## src/rtl/spi_flash_writer.sv

```systemverilog
// SPI flash page programmer: word FIFO -> WREN, Page Program, RDSR poll (SPI mode 0).
// Optional status-poll timeout enabled by defining SPI_WRITER_TIMEOUT_EN.
`timescale 1ns/1ps
module spi_flash_writer #(
  parameter int unsigned CLK_DIV    = 2,
  parameter int unsigned FIFO_DEPTH = 16
) (
  input  logic        clk,
  input  logic        resetn,
  input  logic        i_fifo_wr,
  input  logic [31:0] i_fifo_din,
  output logic        o_fifo_full,
  output logic [6:0]  o_fifo_cnt,
  input  logic        i_start,
  input  logic [23:0] i_addr,
  input  logic [6:0]  i_len_words,
  output logic        o_busy,
  output logic        o_done,
  output logic        o_error,
  output logic        SPI_CSS,
  output logic        SPI_CLK,
  output logic        SPI_MOSI,
  input  logic        SPI_MISO
);

  localparam int unsigned AW = $clog2(FIFO_DEPTH);

  typedef enum logic [2:0] {
    S_IDLE, S_WREN, S_GAP1, S_PP, S_DATA, S_GAP2, S_POLL, S_DONE
  } state_t;

  logic [31:0]   r_mem [FIFO_DEPTH];
  logic [AW-1:0] r_wr_ptr, r_rd_ptr;
  logic [6:0]    r_cnt;
  logic          w_full, w_empty, w_push, w_pop;
  logic [31:0]   w_rdata;

  assign w_full   = (r_cnt == 7'(FIFO_DEPTH));
  assign w_empty  = (r_cnt == '0);
  assign w_push   = i_fifo_wr && !w_full;
  assign w_rdata  = r_mem[r_rd_ptr];

  always_ff @(posedge clk) begin
    if (w_push) r_mem[r_wr_ptr] <= i_fifo_din;
  end

  always_ff @(posedge clk or negedge resetn) begin
    if (!resetn) begin
      r_wr_ptr <= '0;
      r_rd_ptr <= '0;
      r_cnt    <= '0;
    end else begin
      if (w_push) r_wr_ptr <= r_wr_ptr + AW'(1);
      if (w_pop)  r_rd_ptr <= r_rd_ptr + AW'(1);
      case ({w_push, w_pop})
        2'b10:   r_cnt <= r_cnt + 7'd1;
        2'b01:   r_cnt <= r_cnt - 7'd1;
        default: r_cnt <= r_cnt;
      endcase
    end
  end

  state_t      r_state;
  logic        r_css, r_sck, r_busy, r_done, r_error;
  logic [7:0]  r_div;
  logic [2:0]  r_bit;
  logic [7:0]  r_tx;
  logic        r_rx_bit;
  logic [23:0] r_word;
  logic [1:0]  r_bidx;
  logic [1:0]  r_bcnt;
  logic [6:0]  r_words_left;
  logic [23:0] r_addr;
  logic        r_need_word;
  logic        r_poll_cmd;
  logic [8:0]  r_gap;
`ifdef SPI_WRITER_TIMEOUT_EN
  logic [19:0] r_to_cnt;
`endif

  logic       w_shift, w_half, w_byte_end;
  logic [9:0] w_span;

  always_comb begin
    w_shift    = (r_state == S_WREN) || (r_state == S_PP) || (r_state == S_POLL) ||
                 ((r_state == S_DATA) && !r_need_word);
    w_half     = w_shift && (r_div == 8'(CLK_DIV - 1));
    w_byte_end = w_half && r_sck && (r_bit == 3'd7);
    w_span     = {2'b00, i_addr[7:0]} + {1'b0, i_len_words, 2'b00};
    // Pop exactly when a word's first bit is placed on MOSI (or when a stalled DATA phase resumes).
    w_pop = 1'b0;
    if (!w_empty) begin
      if ((r_state == S_DATA) && r_need_word)
        w_pop = 1'b1;
      else if (w_byte_end && (((r_state == S_PP) && (r_bcnt == 2'd3)) ||
               ((r_state == S_DATA) && (r_bidx == 2'd3) && (r_words_left != 7'd1))))
        w_pop = 1'b1;
    end
  end

  always_ff @(posedge clk or negedge resetn) begin
    if (!resetn) begin
      r_state      <= S_IDLE;
      r_css        <= 1'b1;
      r_sck        <= 1'b0;
      r_busy       <= 1'b0;
      r_done       <= 1'b0;
      r_error      <= 1'b0;
      r_div        <= '0;
      r_bit        <= '0;
      r_tx         <= '0;
      r_rx_bit     <= 1'b0;
      r_word       <= '0;
      r_bidx       <= '0;
      r_bcnt       <= '0;
      r_words_left <= '0;
      r_addr       <= '0;
      r_need_word  <= 1'b0;
      r_poll_cmd   <= 1'b0;
      r_gap        <= '0;
`ifdef SPI_WRITER_TIMEOUT_EN
      r_to_cnt     <= '0;
`endif
    end else begin
      r_done  <= 1'b0;
      r_error <= 1'b0;

      if (w_shift) begin
        if (w_half) begin
          r_div <= '0;
          if (!r_sck) begin
            r_sck    <= 1'b1;
            r_rx_bit <= SPI_MISO;
          end else begin
            r_sck <= 1'b0;
            if (r_bit != 3'd7) begin
              r_bit <= r_bit + 3'd1;
              r_tx  <= {r_tx[6:0], 1'b0};
            end else begin
              r_bit <= '0;
            end
          end
        end else begin
          r_div <= r_div + 8'd1;
        end
      end

      case (r_state)
        S_IDLE: begin
          if (i_start) begin
            if (w_span > 10'd256) begin
              r_error <= 1'b1;
            end else if (i_len_words == '0) begin
              r_done <= 1'b1;
            end else begin
              r_busy       <= 1'b1;
              r_css        <= 1'b0;
              r_addr       <= i_addr;
              r_words_left <= i_len_words;
              r_tx         <= 8'h06;
              r_state      <= S_WREN;
            end
          end
        end
        S_WREN: begin
          if (w_byte_end) begin
            r_css   <= 1'b1;
            r_tx    <= '0;
            r_gap   <= '0;
            r_state <= S_GAP1;
          end
        end
        S_GAP1: begin
          if (r_gap == 9'(2 * CLK_DIV - 1)) begin
            r_css   <= 1'b0;
            r_tx    <= 8'h02;
            r_bcnt  <= '0;
            r_state <= S_PP;
          end else begin
            r_gap <= r_gap + 9'd1;
          end
        end
        S_PP: begin
          if (w_byte_end) begin
            r_bcnt <= r_bcnt + 2'd1;
            case (r_bcnt)
              2'd0: r_tx <= r_addr[23:16];
              2'd1: r_tx <= r_addr[15:8];
              2'd2: r_tx <= r_addr[7:0];
              default: begin
                r_state <= S_DATA;
                r_bidx  <= '0;
                if (w_pop) begin
                  r_tx        <= w_rdata[7:0];
                  r_word      <= w_rdata[31:8];
                  r_need_word <= 1'b0;
                end else begin
                  r_need_word <= 1'b1;
                end
              end
            endcase
          end
        end
        S_DATA: begin
          if (r_need_word) begin
            if (w_pop) begin
              r_tx        <= w_rdata[7:0];
              r_word      <= w_rdata[31:8];
              r_bidx      <= '0;
              r_need_word <= 1'b0;
            end
          end else if (w_byte_end) begin
            if (r_bidx != 2'd3) begin
              r_bidx <= r_bidx + 2'd1;
              r_tx   <= r_word[7:0];
              r_word <= {8'h00, r_word[23:8]};
            end else begin
              r_words_left <= r_words_left - 7'd1;
              r_bidx       <= '0;
              if (r_words_left == 7'd1) begin
                r_css   <= 1'b1;
                r_tx    <= '0;
                r_gap   <= '0;
                r_state <= S_GAP2;
              end else if (w_pop) begin
                r_tx   <= w_rdata[7:0];
                r_word <= w_rdata[31:8];
              end else begin
                r_need_word <= 1'b1;
              end
            end
          end
        end
        S_GAP2: begin
          if (r_gap == 9'(2 * CLK_DIV - 1)) begin
            r_css      <= 1'b0;
            r_tx       <= 8'h05;
            r_poll_cmd <= 1'b1;
`ifdef SPI_WRITER_TIMEOUT_EN
            r_to_cnt   <= '0;
`endif
            r_state    <= S_POLL;
          end else begin
            r_gap <= r_gap + 9'd1;
          end
        end
        S_POLL: begin
          // WIP is the last bit of each status byte, so only the final sample is kept.
          if (w_byte_end) begin
            r_tx <= '0;
            if (r_poll_cmd) begin
              r_poll_cmd <= 1'b0;
            end else if (!r_rx_bit) begin
              r_css   <= 1'b1;
              r_state <= S_DONE;
            end else begin
`ifdef SPI_WRITER_TIMEOUT_EN
              if (r_to_cnt == 20'hFFFFE) begin
                r_css   <= 1'b1;
                r_error <= 1'b1;
                r_busy  <= 1'b0;
                r_state <= S_IDLE;
              end else begin
                r_to_cnt <= r_to_cnt + 20'd1;
              end
`endif
            end
          end
        end
        S_DONE: begin
          r_done  <= 1'b1;
          r_busy  <= 1'b0;
          r_state <= S_IDLE;
        end
        default: r_state <= S_IDLE;
      endcase
    end
  end

  assign o_fifo_full = w_full;
  assign o_fifo_cnt  = r_cnt;
  assign o_busy      = r_busy;
  assign o_done      = r_done;
  assign o_error     = r_error;
  assign SPI_CSS     = r_css;
  assign SPI_CLK     = r_sck;
  assign SPI_MOSI    = r_tx[7];

endmodule

```

## config.mk

```make
export PLATFORM = sky130hd
export DESIGN_NAME = spi_flash_writer
export DESIGN_NICKNAME = d
export VERILOG_FILES = /design/src/rtl/spi_flash_writer.sv
export SDC_FILE = /design/constraint.sdc
export NUM_CORES = 1
export LEC_CHECK = 0
export CAP_MARGIN = 20
export CORE_ASPECT_RATIO = 0.5
export CORE_MARGIN = 5
export CORE_UTILIZATION = 40
export DETAILED_ROUTE_END_ITERATION = 7
export GPL_TIMING_DRIVEN = 0
export PLACE_DENSITY = 0.68
export SLEW_MARGIN = 20
export SYNTH_ARGS = -nofsm -noshare
export SYNTH_HDL_FRONTEND = slang
export SYNTH_SLANG_ARGS = --single-unit
```

## constraint.sdc

```tcl
create_clock -name clk -period 5.8 [get_ports clk]
set_input_delay 0.87 -clock clk [delete_from_list [all_inputs] [get_ports clk]]
set_output_delay 0.87 -clock clk [all_outputs]
set_load 0.005 [all_outputs]
```

# Yosys cells after proc, flatten, opt, wreduce, memory -nomap -nowiden
# Memories as Yosys holds them, arrays and structs flattened.
# Index checks and enable logic that the tools add are counted.
# totals
register_bits,113
ramBits,512
in_bits,68
out_inout_bits,14
wordCells,233
n_memories,1
# mem_list
name,depth,width,read_ports,rd_ports_with_merged_regs,write_ports,line_no,rtl
r_mem,16,32,1,0,1,32,logic [31:0] r_mem [FIFO_DEPTH];
# op_classes
addsub,11
n_lt_le_gt_ge,1
eq_ne,41
n_mux,110
bitwise,3
n_reduce_logical,45
# ops
cell,n
24-bit two-way mux,7
8-bit two-way mux,17
9-bit two-way mux,6
3-bit two-way mux,16
24-bit case mux with 2 select lines,1
8-bit case mux with 6 select lines,1
7-bit two-way mux,6
1-bit two-way mux,36
"2-bit != test, second input constant",16
7-bit case mux with 2 select lines,2
9-bit case mux with 3 select lines,1
3-bit case mux with 8 select lines,1
8-bit case mux with 3 select lines,1
2-bit two-way mux,8
"3-bit == test, second input constant",5
15-bit AND reduction,1
3-bit AND reduction,5
7-bit zero test,2
7-bit AND reduction,2
"7-bit by 1-bit subtractor with 7-bit output, second input constant",2
13-bit AND reduction,1
2-bit nonzero test,6
8-bit by 9-bit adder with 10-bit output,1
"10-bit by 9-bit > comparator with 1-bit output, second input constant",1
34 further kinds,66

# Depth between registers and ports, before layout
# Gate-level depths: netlist (run 1).
# depth
depth_word,17
ltp_mapped,19
mapped_depth_nobuf,18

# Worst setup path before layout (run 1)
# Ideal clock, no wire load.
# synth_timing
path_kind,input to register
start,in i_fifo_wr
end,mem r_mem[3][0] (enable)
arrival_ps,4411
t_required_ps,5298
setup_slack_ps,887
cell_stages,4
path_cell_list,and2_1 -> clkbuf_1 -> inv_1 -> nor4_1
# synth_between
elab_chain_cells,3
# synth_lines
element,line_no,rtl
"start, declared",10,"input logic i_fifo_wr,"
1-bit logical AND,40,assign w_push = i_fifo_wr && !w_full;
1-bit two-way mux,44,if (w_push) r_mem[r_wr_ptr] <= i_fifo_din;
1-bit two-way mux (implied by the code),44,
"end, declared",32,
# Every way passes these cells.

# Worst setup path in the final report (run 1)
# layout_timing
start,reg r_div[1]
end,"reg r_cnt[6], in the netlist o_fifo_cnt[6]"
# layout_between
elab_chain_cells,10
word_cells_on_any_way,12
classes_between,3 x eq/ne; 4 x mux; 5 x reduce/logical
# layout_lines
element,line_no,rtl
"start, declared",65,logic [7:0] r_div;
"start signal, assigned",144,r_div <= r_div + 8'd1;
8-bit by 1-bit == test with 1-bit output *,87,w_half = w_shift && (r_div == 8'(CLK_DIV - 1));
1-bit logical AND *,87,
1-bit logical AND * (2 in series),88,w_byte_end = w_half && r_sck && (r_bit == 3'd7);
1-bit logical AND *,95,else if (w_byte_end && (((r_state == S_PP) && (r_bcnt == 2'd3)) ||
1-bit two-way mux *,95,
1-bit two-way mux *,93,if ((r_state == S_DATA) && r_need_word)
1-bit two-way mux *,92,if (!w_empty) begin
2-bit by 1-bit == test with 1-bit output / 2-bit == test (equally long branches),55,"case ({w_push, w_pop})"
7-bit case mux with 2 select lines / 2-bit nonzero test (equally long branches),n/a,
"end signal, assigned",56,2'b10: r_cnt <= r_cnt + 7'd1;
"end signal, assigned",57,2'b01: r_cnt <= r_cnt - 7'd1;
"end signal, assigned",58,default: r_cnt <= r_cnt;
"end, declared",34,logic [6:0] r_cnt;
# Every way passes the cells marked *; elsewhere a longest branch is shown, timed or not.
# A chain may end at the register's enable or synchronous reset.

==> impl_metrics.json, run 1 <==
{
  "cts_root_buffer": "clkbuf_16",
  "synth_top_area_frac": 0.595,
  "maxSlewHeadroom": 0.322,
  "area_growth_pct": 16.9,
  "required_ps": 6300,
  "slowest_stage": "nor3_2",
  "min_path_type": "in -> async",
  "synthTopCellsByArea": "edfxtp_1 59%, mux4_2 12%, dfrtp_1 11%",
  "regArea_um2": 18200,
  "placed_area_um2": 28300,
  "wl_per_cell_um": 23.7,
  "synth-async-reset-ratio": 0.181,
  "via_per_inst": 5.52,
  "grtUsageMet3": 0.0305,
  "layout_setup_ws_ps": 1400,
  "critPathMaxFanout": 10,
  "finalMaxSlewViolations": 0,
  "yosysSeqAreaShare": 0.704,
  "critPathBufInv": 4,
  "initial_utilization": 0.407,
  "io_buffers": 81,
  "cts.htree.levels": 2,
  "drt-pass1-iter-count": 8,
  "path_clk_slew_ps": 70,
  "arrival_ps": 4910,
  "cts_setup_buffers": 0,
  "worstSetupPathType": "reg -> reg",
  "critical_path.most_common_cell": "inv_1",
  "top_usage_layer": "met2",
  "first_iter_violations": 1811,
  "cellPowerDensity_nw_per_um2": 362,
  "syn_nets": 1585,
  "max-vdd-ir-drop_mv": 0.254,
  "critPathMaxStageDelay_ps": 510,
  "crit_chain": "inv_1, ha_1, nor4b_1, nand2_1, nor3_2, o211ai_1, buf_2, inv_1, ha_1, inv_1, fa_1, nor2b_1, o21ai_0, a21oi_1, o21a_1, nor2_1, xnor2_1, nor2_1, xor2_1",
  "clkLatencyLatePin_ps": 620,
  "timing.fmax_mhz": 227,
  "synth_ff_type": "edfxtp_1",
  "multi_input_area_um2": 7250,
  "clkSinkCount": 625,
  "rsz0062_at_grt": "no",
  "synth_largest_area_cell": "edfxtp_1",
  "utilization": 0.476,
  "critPathTopFamily": "simple AND/OR/NAND/NOR gates",
  "finalCritPeriodShare": 0.759,
  "grt_max_degree": 76,
  "grt_use_met2": 0.297,
  "syn_avg_cell_area_um2": 17.4,
  "pre_cts_ws_ps": 1170,
  "setup_viol": 0,
  "clockBufferDepth": 3,
  "nNetsFinal": 1781,
  "grt_pass1_wl_mm": 92.2,
  "synth_edf_count": 512,
  "overflow": 0,
  "design_area_um2": 30200,
  "drcViolationCount": 0,
  "finalClockSkew_ps": 48.3,
  "first_global_vias": 14504,
  "worst_pin_slew_ps": 1020,
  "grt_usage": 0.174,
  "finalHoldViolCount": 0,
  "met1_usage": 0.238,
  "start_kind": "flip-flop",
  "dp_hpwl_mm": 40.6,
  "place_congestion": 0.814,
  "cts_tree": "built",
  "io_pins": 82,
  "cts_hold_buf": 0,
  "status": "finished clean",
  "antenna_found_initial": 5,
  "synth-seq-cells": 625,
  "syn_inst": 1485,
  "min_period_ps": 4400,
  "numCtsBuffers": 56,
  "wl_mm": 61.5,
  "ys_warn_count": 0,
  "num_vias": 14358,
  "nFillCells": 5277,
  "synth_area_um2": 25800,
  "cts_resized": 0,
  "layout_common_cells": "512 x edfxtp_1, 132 x mux4_2, 112 x dfrtp_1, 80 x clkdlybuf4s50_1, 72 x nand2_1",
  "die_area_um2": 70100,
  "dieWidth_um": 370,
  "maxCapViolCount": 0,
  "worstSetupEndpointType": "flip-flop",
  "p_leak_nw": 10.1,
  "rows": 65,
  "core_um2": 63500,
  "placed_cells": 2494,
  "final_common_cell": "edfxtp_1",
  "fp.dieH_um": 190,
  "synthDistinctLibCells": 78,
  "final_cell_count_no_fill": 2600,
  "timing.hold.ws_ps": 179,
  "antenna_left": 0,
  "final_layout_size_suffix_gt1_frac": 0.203
}
-- cells in the mapped netlist (all sizes together) (20+ instances only) --
cell,instances
o22ai,30
nand2,72
dfrtp,112
ha,30
nand3,20
nor3,24
nor2,70
clkbuf,38
buf,37
o21ai,68
inv,32
a21oi,50
edfxtp,512
mux2i,31
mux4,132
mux2,42
-- final cells by class --
class / instances / area share
Timing Repair Buffer: 138 / 0.0429
Inverter: 33 / 0.00410
Clock inverter: 31 / 0.0134
Multi-Input combinational cell: 752 / 0.240
Sequential cell: 625 / 0.602
Clock buffer: 73 / 0.0492
Buffer: 75 / 0.0118
Antenna cell: 2 / 0.000166
Tap cell: 871 / 0.0361
-- worst register-to-register path, cell delays in order, from the launching register on --
cell	delay, ps
dfrtp_1	400
inv_1	80
ha_1	140
nor4b_1	220
nand2_1	260
nor3_2	520
o211ai_1	290
buf_2	280
inv_1	240
ha_1	340
inv_1	120
fa_1	420
nor2b_1	140
o21ai_0	100
a21oi_1	220
o21a_1	130
nor2_1	40
xnor2_1	110
nor2_1	120
xor2_1	160
-- per-layer routing --
layer,wire (µm),vias up
met5,21,-
met4,1000,4
met3,4260,78
met2,30600,484
met1,25700,7438
li1,-,6354
-- state kept, by name, indices dropped and copies added (netlist names), 2 cells and up --
name,flops
r_words_left,7
r_bidx,2
r_mem,512
r_word,24
r_addr,24
o_fifo_cnt,7
r_gap,9
r_tx,8
r_state,3
r_rd_ptr,4
r_bit,3
r_wr_ptr,4
r_bcnt,2
r_div,8
-- power by group --
group	internal (mW)	switching, mW	total [mW]
Sequential	5.43	0.234	5.67
Combinational	0.596	0.875	1.47
Clock	2.17	1.63	3.81
-- per-stage QoR --
step,TNS (ps),power (mW)
floorplan,0,6.53
global placement,-762120,7.11
detailed placement,0,7.23
CTS,0,11.0
global route,0,11.4
finish,0,10.9
-- kinds of logic (layout without fill, tap and decap cells) --
logic type                 count (synthesis)  count (layout)  share of synthesized area
and+or+nand+nor                          258             258                     0.0495
DFF                                      625             625                      0.704
buffers and inverters                    108             350                     0.0184
xor gates and xnor gates                  20              20                    0.00678
other                                      0               2                          0
AOI/OAI and AO/OA                        237             237                     0.0597
adders and majority gates                 32              32                     0.0161
muxes                                    205             205                      0.145
-- worst paths after layout --
path / from / slack, ps / cells past startpoint / end
setup / recovery: r_div[1] / 1400 / 19 / o_fifo_cnt[6]
hold / removal: resetn / 180 / 1 / r_wr_ptr[1]
setup reg to reg: r_div[1] / 1400 / 19 / o_fifo_cnt[6]
hold reg to reg: r_div[7] / 480 / 1 / r_div[7]
max in group asynchronous: resetn / 4890 / 2 / r_addr[9]
min in group clk: r_div[7] / 480 / 1 / r_div[7]
No activity file was read; power rests on OpenSTA's default activity.
==> run 2: changes to the inputs <==
Clock period 5.8 ns to 4.1 ns, I/O delays scaled along.
==> impl_metrics.json, run 2 (same netlist as run 1, synthesis figures left out) <==
{
  "status": "finished, violations left",
  "violations": "DRC",
  "min_path_type": "in -> async",
  "final_layout_size_suffix_gt1_frac": 0.208,
  "area_growth_pct": 17.2,
  "finalClockSkew_ps": 46.9,
  "clockBufferDepth": 3,
  "setup_viol": 0,
  "finalMaxSlewViolations": 0,
  "clkSinkCount": 625,
  "drt-pass1-iter-count": 8,
  "wl_mm": 61.8,
  "timing.fmax_mhz": 264,
  "cts.htree.levels": 2,
  "dieWidth_um": 370,
  "antenna_left": 0,
  "worstSetupEndpointType": "flip-flop",
  "path_clk_slew_ps": 70,
  "drcViolationCount": 2,
  "grt_max_degree": 76,
  "fin_setup_tns_ps": 0,
  "cts_tree": "built",
  "reg2reg_to": "o_fifo_cnt[6]",
  "placed_area_um2": 28300,
  "largest_register_ffs": 512,
  "die_area_um2": 70100,
  "final_common_cell": "edfxtp_1",
  "finalHoldViolCount": 0,
  "required_ps": 4600,
  "first_global_vias": 14512,
  "start_kind": "flip-flop",
  "rows": 65,
  "antenna_found_initial": 5,
  "reg2reg_depth": 17,
  "cts_root_buffer": "clkbuf_16",
  "num_vias": 14333,
  "maxSlewHeadroom": 0.313,
  "first_iter_violations": 1780,
  "max_flop_register": "r_mem",
  "grt_pass1_wl_mm": 92.3,
  "worstSetupPathType": "reg -> reg",
  "finalCritPeriodShare": 0.926,
  "design_area_um2": 30300,
  "min_period_ps": 3800,
  "rrSetupSlack_ps": 300,
  "grt_usage": 0.175,
  "arrival_ps": 4300,
  "wl_per_cell_um": 23.7,
  "core_um2": 63500,
  "io_pins": 82,
  "fp.dieH_um": 190,
  "dp_hpwl_mm": 40.6,
  "maxCapViolCount": 0,
  "rsz0062_at_grt": "no",
  "top_regs": "r_mem: 512 flops, r_addr: 24 flops, r_word: 24 flops",
  "worst_pin_slew_ps": 1030,
  "critPathMaxFanout": 8,
  "io_buffers": 81,
  "numCtsBuffers": 56,
  "max-vdd-ir-drop_mv": 0.363,
  "layout_common_cells": "512 x edfxtp_1, 132 x mux4_2, 112 x dfrtp_1, 80 x clkdlybuf4s50_1, 70 x nand2_1",
  "initial_utilization": 0.407,
  "via_per_inst": 5.50,
  "r2r_start": "o_fifo_cnt[3]",
  "clkLatencyLatePin_ps": 620,
  "place_congestion": 0.814,
  "cellPowerDensity_nw_per_um2": 512,
  "overflow": 0,
  "nNetsFinal": 1788,
  "p_leak_nw": 10.2
}
==> run 2: changes by cell type in the layout (fill, tap and decap cells not counted), sizes merged <==
cell         before  now
buf              92   98
dlygate4sd3       0    1
==> run 2: what timing repair did <==
item,4_1_cts,5_1_grt
gates resized for setup,3,5
hold buffers,1,0
setup endpoints to repair,1,1
pin swaps,1,2
setup buffers,1,5
endpoints found under the hold margin,38,0
==> run 2: layout make-up <==
cell class              count  area [µm²]
inverters                  33         124
repair buffers            145        1350
fillers                  5275       33200
diodes                      2        5.00
plain buffers              75         358
multi-input cells         752        7280
clock buffers              73        1490
clock inverters            31         404
flip-flops and latches    625       18200
well taps                 871        1090
==> run 2: worst max path at each step <==
stage / start / end / slack [ps]
after floorplan: o_fifo_cnt[2] / r_mem[3][0] / -570
after global placement: i_fifo_wr / r_mem[1][23] / -5210
after detailed placement: i_len_words[0] / r_addr[20] / -270
after CTS: r_state[2] / o_fifo_cnt[6] / 20
after global routing: o_fifo_cnt[3] / o_fifo_cnt[6] / 30
final: o_fifo_cnt[3] / o_fifo_cnt[6] / 300
==> run 2: power breakdown <==
group / leakage [nW] / internal [mW] / total, mW / switching (mW)
logic: 3.16 / 0.847 / 2.10 / 1.25
clock network: 0.912 / 3.08 / 5.39 / 2.32
registers: 6.09 / 7.69 / 8.02 / 0.330
total: 10.2 / 11.6 / 15.5 / 3.89
==> run 2: critical path, stage by stage, from the launching register on <==
cell	delay (ps)
dfrtp_1	430
or4_1	520
nor3_1	250
nand2_1	120
and2_1	170
clkbuf_1	200
inv_2	200
ha_2	280
inv_1	100
fa_1	420
nor2b_1	140
o21ai_0	110
a21oi_1	220
o21a_1	130
nor2_1	40
xnor2_1	110
nor2_1	120
xor2_1	150
==> run 2: layer usage <==
| layer | track usage | up-vias | share of wire |
|---|---|---|---|
| li1 | - | 6369 | - |
| met1 | 0.238 | 7434 | 0.42 |
| met2 | 0.298 | 452 | 0.50 |
| met3 | 0.0308 | 74 | 0.065 |
| met4 | 0.0367 | 4 | 0.016 |
| met5 | 0 | - | 0.00034 |
==> run 2: metrics by stage <==
| step | setup WS (ps) | power [mW] | cells | utilization | hold slack [ps] |
|---|---|---|---|---|---|
| 2_1_floorplan | -566 | 9.24 | 1485 | - | 319 |
| 3_3_place_gp | -5210 | 10.1 | 2437 | 0.437 | 466 |
| 3_5_place_dp | -273 | 10.2 | 2494 | 0.446 | 471 |
| 4_1_cts | 16.2 | 15.6 | 2600 | 0.476 | 483 |
| 5_1_grt | 31.6 | 16.1 | 2607 | 0.477 | 510 |
| 6_report | 305 | 15.5 | 2607 | 0.477 | 488 |
==> run 3: changes to the inputs <==
Settings changed: CORE_MARGIN 5 to 2, MAX_ROUTING_LAYER from default to met4.
==> impl_metrics.json, run 3 (same netlist as run 1, synthesis figures left out) <==
{
  "critPathMaxFanout": 10,
  "status": "finished clean",
  "via_per_inst": 5.65,
  "grt_pass1_wl_mm": 91.4,
  "worst_pin_slew_ps": 1060,
  "hold_end": "r_div[7]",
  "holdPathStages": 1,
  "path_clk_slew_ps": 70,
  "antenna_found_initial": 2,
  "grt_max_degree": 77,
  "numCtsBuffers": 56,
  "slowest_stage": "or4b_1",
  "clkSinkCount": 625,
  "min_period_ps": 3840,
  "io_pins": 82,
  "placed_area_um2": 28200,
  "maxCapViolCount": 0,
  "nNetsFinal": 1782,
  "top_usage_layer": "met2",
  "fp.dieH_um": 184,
  "die_area_um2": 66800,
  "drt-pass1-iter-count": 5,
  "clkLatencyLatePin_ps": 630,
  "rows": 65,
  "cellPowerDensity_nw_per_um2": 504,
  "finalClockSkew_ps": 42.1,
  "first_global_vias": 14377,
  "cts_root_buffer": "clkbuf_16",
  "met1_usage": 0.255,
  "worstSetupEndpointType": "flip-flop",
  "grt_use_met2": 0.303,
  "final_common_cell": "edfxtp_1",
  "p_leak_nw": 10.1,
  "timing.hold.ws_ps": 473,
  "rrSetupSlack_ps": 260,
  "pre_cts_ws_ps": -228,
  "grtUsageMet3": 0.0332,
  "rsz0062_at_grt": "no",
  "crit_cells": 18,
  "antenna_left": 0,
  "cts.htree.levels": 2,
  "design_area_um2": 30100,
  "fin_setup_tns_ps": 0,
  "r2r_start": "r_words_left[1]",
  "core_um2": 63400,
  "timing.fmax_mhz": 260,
  "maxSlewHeadroom": 0.289,
  "crit_start": "r_words_left[1]",
  "start_kind": "flip-flop",
  "layout_setup_ws_ps": 256,
  "arrival_ps": 4330,
  "dp_hpwl_mm": 40.7,
  "crit_chain": "inv_1, ha_1, or4b_1, o211ai_1, nand3_1, o211ai_1, buf_6, clkinvlp_4, ha_2, ha_1, nor2b_1, o21ai_0, a21oi_1, o21a_1, nor2_1, xnor2_1, nor2_1, xor2_1",
  "dieWidth_um": 364,
  "final_cell_count_no_fill": 2562,
  "overflow": 0,
  "worstSetupPathType": "reg -> reg",
  "layout_common_cells": "512 x edfxtp_1, 132 x mux4_2, 112 x dfrtp_1, 80 x clkdlybuf4s50_1, 71 x nand2_1",
  "wl_per_cell_um": 24.0,
  "finalHoldViolCount": 0,
  "num_vias": 14464,
  "max-vdd-ir-drop_mv": 0.298,
  "clockBufferDepth": 3,
  "finalCritPeriodShare": 0.938,
  "worstHoldStart": "r_div[7]",
  "io_buffers": 81,
  "initial_utilization": 0.407,
  "critPathBufInv": 3,
  "reg2reg_to": "o_fifo_cnt[6]",
  "largest_register_ffs": 512,
  "required_ps": 4580,
  "min_path_type": "reg -> reg",
  "cts_tree": "built",
  "finalMaxSlewViolations": 0,
  "area_growth_pct": 16.3,
  "drcViolationCount": 0,
  "grt_usage": 0.190,
  "critPathTopFamily": "compound AO/OA/AOI/OAI gates",
  "critPathMaxStageDelay_ps": 440,
  "reg2reg_depth": 18,
  "place_congestion": 0.842,
  "top_regs": "r_mem: 512 flops, r_addr: 24 flops, r_word: 24 flops",
  "finalPower_mw": 15.1,
  "wl_mm": 61.5,
  "final_layout_size_suffix_gt1_frac": 0.202,
  "utilization": 0.474,
  "max_flop_register": "r_mem",
  "setup_viol": 0,
  "first_iter_violations": 1583,
  "placed_cells": 2457
}
-- run 3: changes by cell type in the layout (fill, tap and decap cells not counted), moves of 2 or more --
cell,previous run,this run
bufinv_16,8,1
clkbuf_8,1,7
clkbuf_4,0,2
clkinv_1,8,10
clkinv_2,11,4
buf_2,42,40
-- run 3: power breakdown --
part           internal [mW]  switching [mW]  leakage [nW]  total [mW]
Sequential              7.69           0.324          6.09        8.01
Clock                   2.75            2.29         0.845        5.04
Combinational          0.837            1.25          3.11        2.09
-- run 3: final cells by class --
type | instances | area (µm²)
well taps | 837 | 1050
flip-flops and latches | 625 | 18200
clock buffers | 81 | 1580
clock inverters | 19 | 168
multi-input cells | 752 | 7280
inverters | 33 | 128
plain buffers | 75 | 363
fillers | 5271 | 33400
diodes | 1 | 2.50
repair buffers | 139 | 1290
-- run 3: timing repair --
action / 4_1_cts / 5_1_grt
gates resized for setup: 3 / 6
buffers inserted: 1 / 2
hold endpoints to repair: 37 / 0
hold buffers: 1 / 0
setup endpoints to repair: 1 / 2
pin swaps: 1 / 0
-- run 3: worst max-delay path by stage --
stage,end,slack (ps)
after global placement,r_mem[1][8],-5240
after detailed placement,r_addr[19],-230
after CTS,o_fifo_cnt[6],9
final,o_fifo_cnt[6],260
after global routing,o_fifo_cnt[6],8
after floorplan,r_mem[3][0],-570
-- run 3: layer usage --
layer / share of wire / up-vias / routed length [µm]
li1: - / 6356 / -
met1: 0.42 / 7491 / 26100
met2: 0.49 / 519 / 30000
met3: 0.066 / 98 / 4030
met4: 0.023 / 0 / 1410
met5: 0 / - / 0
-- run 3: worst reg2reg max path, stage by stage (launching register included) --
cell,delay (ps)
dfrtp_1,380
inv_1,90
ha_1,160
or4b_1,440
o211ai_1,260
nand3_1,120
o211ai_1,190
buf_6,220
clkinvlp_4,190
ha_2,270
ha_1,330
nor2b_1,140
o21ai_0,180
a21oi_1,120
o21a_1,170
nor2_1,110
xnor2_1,130
nor2_1,70
xor2_1,140
